`src/rtl/spi_slave_cu.sv`:
```
//============================================================================
// spi_slave_cu : oversampled SPI slave, all four CPol/CPha modes, 1-word tx buffer.
// Optional macro SPI_SLAVE_LSB_FIRST_EN selects LSB-first transfer.  Rev 1.0
//============================================================================
`default_nettype none

module spi_slave_cu #(
  parameter int DATA_W      = 8,
  parameter int SYNC_STAGES = 2
) (
  input  logic              Clk,
  input  logic              Rst_n,
  input  logic              CPol,
  input  logic              CPha,
  input  logic              SCK,
  input  logic              SS_n,
  input  logic              MOSI,
  output logic              MISO,
  output logic              MISO_oe,
  input  logic [DATA_W-1:0] TxData,
  input  logic              TxLoad,
  output logic              TxReady,
  output logic [DATA_W-1:0] RxData,
  output logic              RxValid,
  output logic              Underrun,
  output logic              Busy
);

  localparam int              CNT_W    = $clog2(DATA_W) + 1;
  localparam logic [CNT_W-1:0] CNT_FULL = CNT_W'(DATA_W);
  localparam logic [CNT_W-1:0] CNT_ONE  = CNT_W'(1);

  typedef enum logic [0:0] {IDLE = 1'b0, SHIFT = 1'b1} state_t;
  state_t state, state_nxt;

  logic [SYNC_STAGES-1:0] sck_pipe, ss_pipe, mosi_pipe;
  logic                   sck_s, ss_s, mosi_s, sck_prev, ss_prev;
  logic                   cpol_q, cpha_q;
  logic                   lead_edge, trail_edge, sample_edge, change_edge, ss_fall;
  logic                   word_load;
  logic [CNT_W-1:0]       bit_cnt;
  logic [DATA_W-1:0]      tx_shift, rx_shift, hold_data, rx_data;
  logic [DATA_W-1:0]      rx_next, tx_next;
  logic                   hold_full, rx_valid, underrun, tx_bit;

  // SS_n resets to its inactive level so reset release cannot fake a select.
  always_ff @(posedge Clk or negedge Rst_n) begin
    if (!Rst_n) begin
      sck_pipe  <= '0;
      ss_pipe   <= '1;
      mosi_pipe <= '0;
      sck_prev  <= 1'b0;
      ss_prev   <= 1'b1;
    end else begin
      sck_pipe  <= {sck_pipe[SYNC_STAGES-2:0], SCK};
      ss_pipe   <= {ss_pipe[SYNC_STAGES-2:0], SS_n};
      mosi_pipe <= {mosi_pipe[SYNC_STAGES-2:0], MOSI};
      sck_prev  <= sck_s;
      ss_prev   <= ss_s;
    end
  end

  assign sck_s       = sck_pipe[SYNC_STAGES-1];
  assign ss_s        = ss_pipe[SYNC_STAGES-1];
  assign mosi_s      = mosi_pipe[SYNC_STAGES-1];
  assign lead_edge   = (sck_s != sck_prev) && (sck_s != cpol_q);
  assign trail_edge  = (sck_s != sck_prev) && (sck_s == cpol_q);
  assign sample_edge = cpha_q ? trail_edge : lead_edge;
  assign change_edge = cpha_q ? lead_edge : trail_edge;
  assign ss_fall     = ss_prev && !ss_s;

`ifdef SPI_SLAVE_LSB_FIRST_EN
  assign rx_next = {mosi_s, rx_shift[DATA_W-1:1]};
  assign tx_next = {1'b0, tx_shift[DATA_W-1:1]};
  assign tx_bit  = tx_shift[0];
`else
  assign rx_next = {rx_shift[DATA_W-2:0], mosi_s};
  assign tx_next = {tx_shift[DATA_W-2:0], 1'b0};
  assign tx_bit  = tx_shift[DATA_W-1];
`endif

  always_ff @(posedge Clk or negedge Rst_n) begin
    if (!Rst_n) state <= IDLE;
    else        state <= state_nxt;
  end

  always_comb begin
    state_nxt = state;
    word_load = 1'b0;
    Busy      = 1'b0;
    MISO_oe   = 1'b0;
    MISO      = 1'b0;
    case (state)
      IDLE: begin
        if (ss_fall) begin
          state_nxt = SHIFT;
          word_load = 1'b1;
        end
      end
      SHIFT: begin
        Busy    = 1'b1;
        MISO_oe = 1'b1;
        MISO    = tx_bit;
        if (ss_s)
          state_nxt = IDLE;
        else if (change_edge && bit_cnt == CNT_FULL)
          word_load = 1'b1;
      end
      default: state_nxt = IDLE;
    endcase
  end

  always_ff @(posedge Clk or negedge Rst_n) begin
    if (!Rst_n) begin
      cpol_q    <= 1'b0;
      cpha_q    <= 1'b0;
      bit_cnt   <= '0;
      tx_shift  <= '0;
      rx_shift  <= '0;
      rx_data   <= '0;
      hold_data <= '0;
      hold_full <= 1'b0;
      rx_valid  <= 1'b0;
      underrun  <= 1'b0;
    end else begin
      rx_valid <= 1'b0;
      underrun <= 1'b0;
      if (state == IDLE) begin
        cpol_q <= CPol;
        cpha_q <= CPha;
      end

      // A load that finds the buffer empty still accepts a same-cycle TxLoad.
      if (TxLoad && !hold_full) begin
        hold_data <= TxData;
        hold_full <= 1'b1;
      end else if (word_load && hold_full) begin
        hold_full <= 1'b0;
      end

      if (word_load) begin
        if (hold_full) tx_shift <= hold_data;
        else begin
          tx_shift <= '1;
          underrun <= 1'b1;
        end
      end

      if (state == IDLE || ss_s) begin
        bit_cnt <= '0;
      end else if (sample_edge) begin
        rx_shift <= rx_next;
        if (bit_cnt != CNT_FULL) bit_cnt <= bit_cnt + CNT_ONE;
        if (bit_cnt == CNT_FULL - CNT_ONE) begin
          rx_data  <= rx_next;
          rx_valid <= 1'b1;
        end
      end else if (change_edge) begin
        if (bit_cnt == CNT_FULL)  bit_cnt  <= '0;
        else if (bit_cnt != '0)   tx_shift <= tx_next;
      end
    end
  end

  assign TxReady  = !hold_full;
  assign RxData   = rx_data;
  assign RxValid  = rx_valid;
  assign Underrun = underrun;

endmodule

`default_nettype wire
```
`config.mk`:
```
export PLATFORM = sky130hd
export DESIGN_NAME = spi_slave_cu
export DESIGN_NICKNAME = d
export VERILOG_FILES = /design/src/rtl/spi_slave_cu.sv
export SDC_FILE = /design/constraint.sdc
export NUM_CORES = 1
export LEC_CHECK = 0
export CORE_ASPECT_RATIO = 0.5
export CORE_MARGIN = 10
export CORE_UTILIZATION = 50
export DETAILED_ROUTE_END_ITERATION = 12
export HOLD_SLACK_MARGIN = 0.08
export PLACE_DENSITY = 0.74
export SYNTH_ARGS = -nofsm -noshare
export SYNTH_HDL_FRONTEND = slang
export SYNTH_SLANG_ARGS = --single-unit
```
`constraint.sdc`:
```
create_clock -name Clk -period 5.6 [get_ports Clk]
set_input_delay 1.4 -clock Clk [delete_from_list [all_inputs] [get_ports Clk]]
set_output_delay 1.4 -clock Clk [all_outputs]
set_load 0.01 [all_outputs]
```
==> flow_metrics.tcl <==
set metrics [dict create \
    crit_buf_inv 1 \
    final_cell_area_um2 2620 \
    synth_seq_area_share_pct 56.0 \
    critPathCaptureType "output pin" \
    min_period_over_period_pct 53.7 \
    grt_pass1_vias 1498 \
    grt_start_max_net_pins 50 \
    final_nets 222 \
    clockBufferDepth 2 \
    firstDrtPassIters 4 \
    synth_area_per_cell_um2 12.5 \
    fmax_mhz 333 \
    wl_per_cell_um 16.7 \
    rsz0062_at_grt "no" \
    placedCellCount 251 \
    p_leak_nw 1.10 \
    fin_worst_skew_ns 0.00773 \
    cts_resized 0 \
    die_h_um 66.8 \
    post-place-ws_ns 2.60 \
    critical-path-max-stage-delay_ns 0.58 \
    setup_viol 0 \
    num_vias 1460 \
    finalCriticalPeriod_ns 3.01 \
    yosysUniqueCellTypes 39 \
    start_util_pct 54.0 \
    final_layout_size_suffix_gt1_share_pct 20.5 \
    diodes 0 \
    overflow 0 \
    detailed_place.area_um2 2520 \
    drv_cap 0 \
    syn_inst 175 \
    n_fill_cell 320 \
    hp-class "reg -> reg" \
    track_usage_pct 11.6 \
    io_buffers 29 \
    ys_seq_elements 49 \
    critPathArrivalTime_ns 1.61 \
    met1Wirelength_um 2040 \
    maxSlewViolCount 0 \
    design.portCount 30 \
    grt_pass1_wl_um 7130 \
    synth_nets 193 \
    status "finished clean" \
    drc 0 \
    place_hpwl_um 3100 \
    holdWs_ns 0.361 \
    cts_made_buffers 5 \
    fp.dieArea_um2 7600 \
    die_w_um 114 \
    slew_headroom_pct 29.9 \
    layoutNonFillerInstCount 259 \
    cts_max_level 2 \
    slowest_stage "dfrtp_1" \
    cp_top_family "flip-flops" \
    vias_per_cell 5.64 \
    coreArea_um2 4060 \
    tritoncts "built" \
    place.gp.congestion 0.800 \
    wl_met3_um 267 \
    clk_latency_ns 0.31 \
    dr.first_iter.drc_count 74 \
    clkSlewWorstSetupHoldPaths_ns 0.10 \
    setup_ws_ns 2.59 \
    tns_ns 0 \
    peakVddDrop_mv 0.168 \
    powerDensity_nw_per_um2 327 \
    antenna_left 0 \
    worst_slew_pin_slew_ns 1.05 \
    routed.top_layer "met4" \
    antenna_found_initial 0 \
    synthesis.area_um2 2190 \
    path_max_fanout 11 \
    crit_chain "and2_1, clkdlybuf4s50_1" \
    cts.sinks 49 \
    path_class "reg -> out" \
    rows 16 \
    postCtsSetupBuffers 0 \
    hold_violations 0 \
    crit_required_ns 4.20 \
    wl_met2_um 1990 \
    critPathLaunchType "flop" \
    syn_to_final_growth_pct 19.2 \
    synth_warnings 0 \
    routed_wl_um 4330 \
    root_buffer "clkbuf_8" \
    cts_hold_buffers 0 \
]
==> worst reg2reg max path, stage by stage (launching register included) <==
cell and delay [ns]:
dfrtp_1 0.45, nor2b_1 0.32, mux2i_1 0.24, nor4_4 0.60, mux2_2 0.41
==> cells in the final DEF, fill, tap and decap left out, types with 2 or more instances in the layout <==
cell type	instances
dfrtp_1	46
clkdlybuf4s50_1	28
mux2_2	26
nor2_1	14
nand3_1	9
nand2_1	7
mux2i_1	6
a211oi_1	6
nor4_1	6
o41ai_1	6
clkbuf_8	5
nor2b_1	4
inv_1	3
nand2b_1	3
dfstp_2	3
nor4bb_1	2
a21oi_1	2
o311a_1	2
a21o_1	2
ha_1	2
==> layout make-up <==
type / count / area (um2) / share of cell area [%]
sequential: 49 / 1230 / 47.0
multi-input combinational: 114 / 913 / 34.9
timing repair buffer: 30 / 293 / 11.2
clock buffer: 5 / 68.8 / 2.63
tap: 54 / 67.6 / 2.58
clock inverter: 3 / 28.8 / 1.10
inverter: 4 / 15.0 / 0.574
==> path summary, 6_finish.rpt <==
kind | startpoint | to | slack [ns] | cells past startpoint
worst max-delay path | state$_DFF_PN0_ | MISO | 2.59 | 2
worst min-delay path | sck_pipe[0]$_DFF_PN0_ | sck_pipe[1]$_DFF_PN0_ | 0.36 | 0
worst max register to register | sck_pipe[1]$_DFF_PN0_ | RxData[3]$_DFFE_PN0P_ | 3.48 | 4
worst min register to register | sck_pipe[0]$_DFF_PN0_ | sck_pipe[1]$_DFF_PN0_ | 0.36 | 0
max in group asynchronous | Rst_n | tx_shift[5]$_DFF_PN0_ | 3.67 | 1
min in group asynchronous | Rst_n | RxData[4]$_DFFE_PN0P_ | 1.27 | 1
==> cell families after synthesis <==
kind of cell	after synthesis	synth area share, %
fa+ha+maj	2	1.14
simple gates	54	13.7
xor+xnor	2	1.65
flops	49	56.0
buf+inv	12	2.34
mux	33	16.8
compound gates	23	8.38
==> where the power goes <==
part | leakage (nW) | internal (mW) | switching, mW
Sequential | 0.605 | 0.424 | 0.0540
Combinational | 0.448 | 0.0882 | 0.0668
Clock | 0.0506 | 0.0935 | 0.128
==> registers in the layout, summed over array words and instances (netlist names), 2 cells and up <==
name	count
sck_pipe	2
tx_shift	8
hold_data	8
ss_pipe	2
mosi_pipe	2
bit_cnt	4
RxData	8
rx_shift	7
==> metrics by stage <==
step	utilization, %	power (mW)
after CTS	64.4	0.865
after global routing	64.4	0.904
final	64.4	0.855
after global placement	62.0	0.632
after detailed placement	62.0	0.642
after floorplan	-	0.579
==> synth_stat cells, drive strengths merged <==
| cell | instances | area (um2) |
|---|---|---|
| nor4 | 7 | 58.8 |
| inv | 3 | 11.3 |
| and2 | 2 | 12.5 |
| or3 | 1 | 6.26 |
| a32o | 1 | 10.0 |
| dfstp | 3 | 78.8 |
| and3 | 1 | 6.26 |
| a211oi | 6 | 45.0 |
| a211o | 1 | 8.76 |
| nand3b | 1 | 7.51 |
| a221oi | 1 | 8.76 |
| and3b | 1 | 8.76 |
| nand2b | 3 | 18.8 |
| clkinv | 1 | 3.75 |
| xnor2 | 1 | 27.5 |
| o21ai | 1 | 5.00 |
| o311a | 2 | 20.0 |
| o41ai | 6 | 52.6 |
| ha | 2 | 25.0 |
| nor3 | 1 | 5.00 |
| nor2b | 4 | 25.0 |
| nor3b | 1 | 7.51 |
| mux2 | 27 | 308 |
| nor2 | 14 | 52.6 |
| a21oi | 2 | 10.0 |
| dfrtp | 46 | 1150 |
| xor2 | 1 | 8.76 |
| nand2 | 7 | 26.3 |
| buf | 3 | 17.5 |
| clkbuf | 5 | 18.8 |
| nor4bb | 2 | 20.0 |
| a21o | 2 | 15.0 |
| nand3 | 9 | 45.0 |
| mux2i | 6 | 60.1 |
| o221ai | 1 | 8.76 |
==> layer usage <==
metal / vias to the layer above / global-route usage, %
met1: 732 / 14.1
met3: 4 / 4.92
met5: - / 0
li1: 697 / -
met4: 0 / 3.93
met2: 27 / 18.4
No activity file was read; power rests on OpenSTA's default activity.
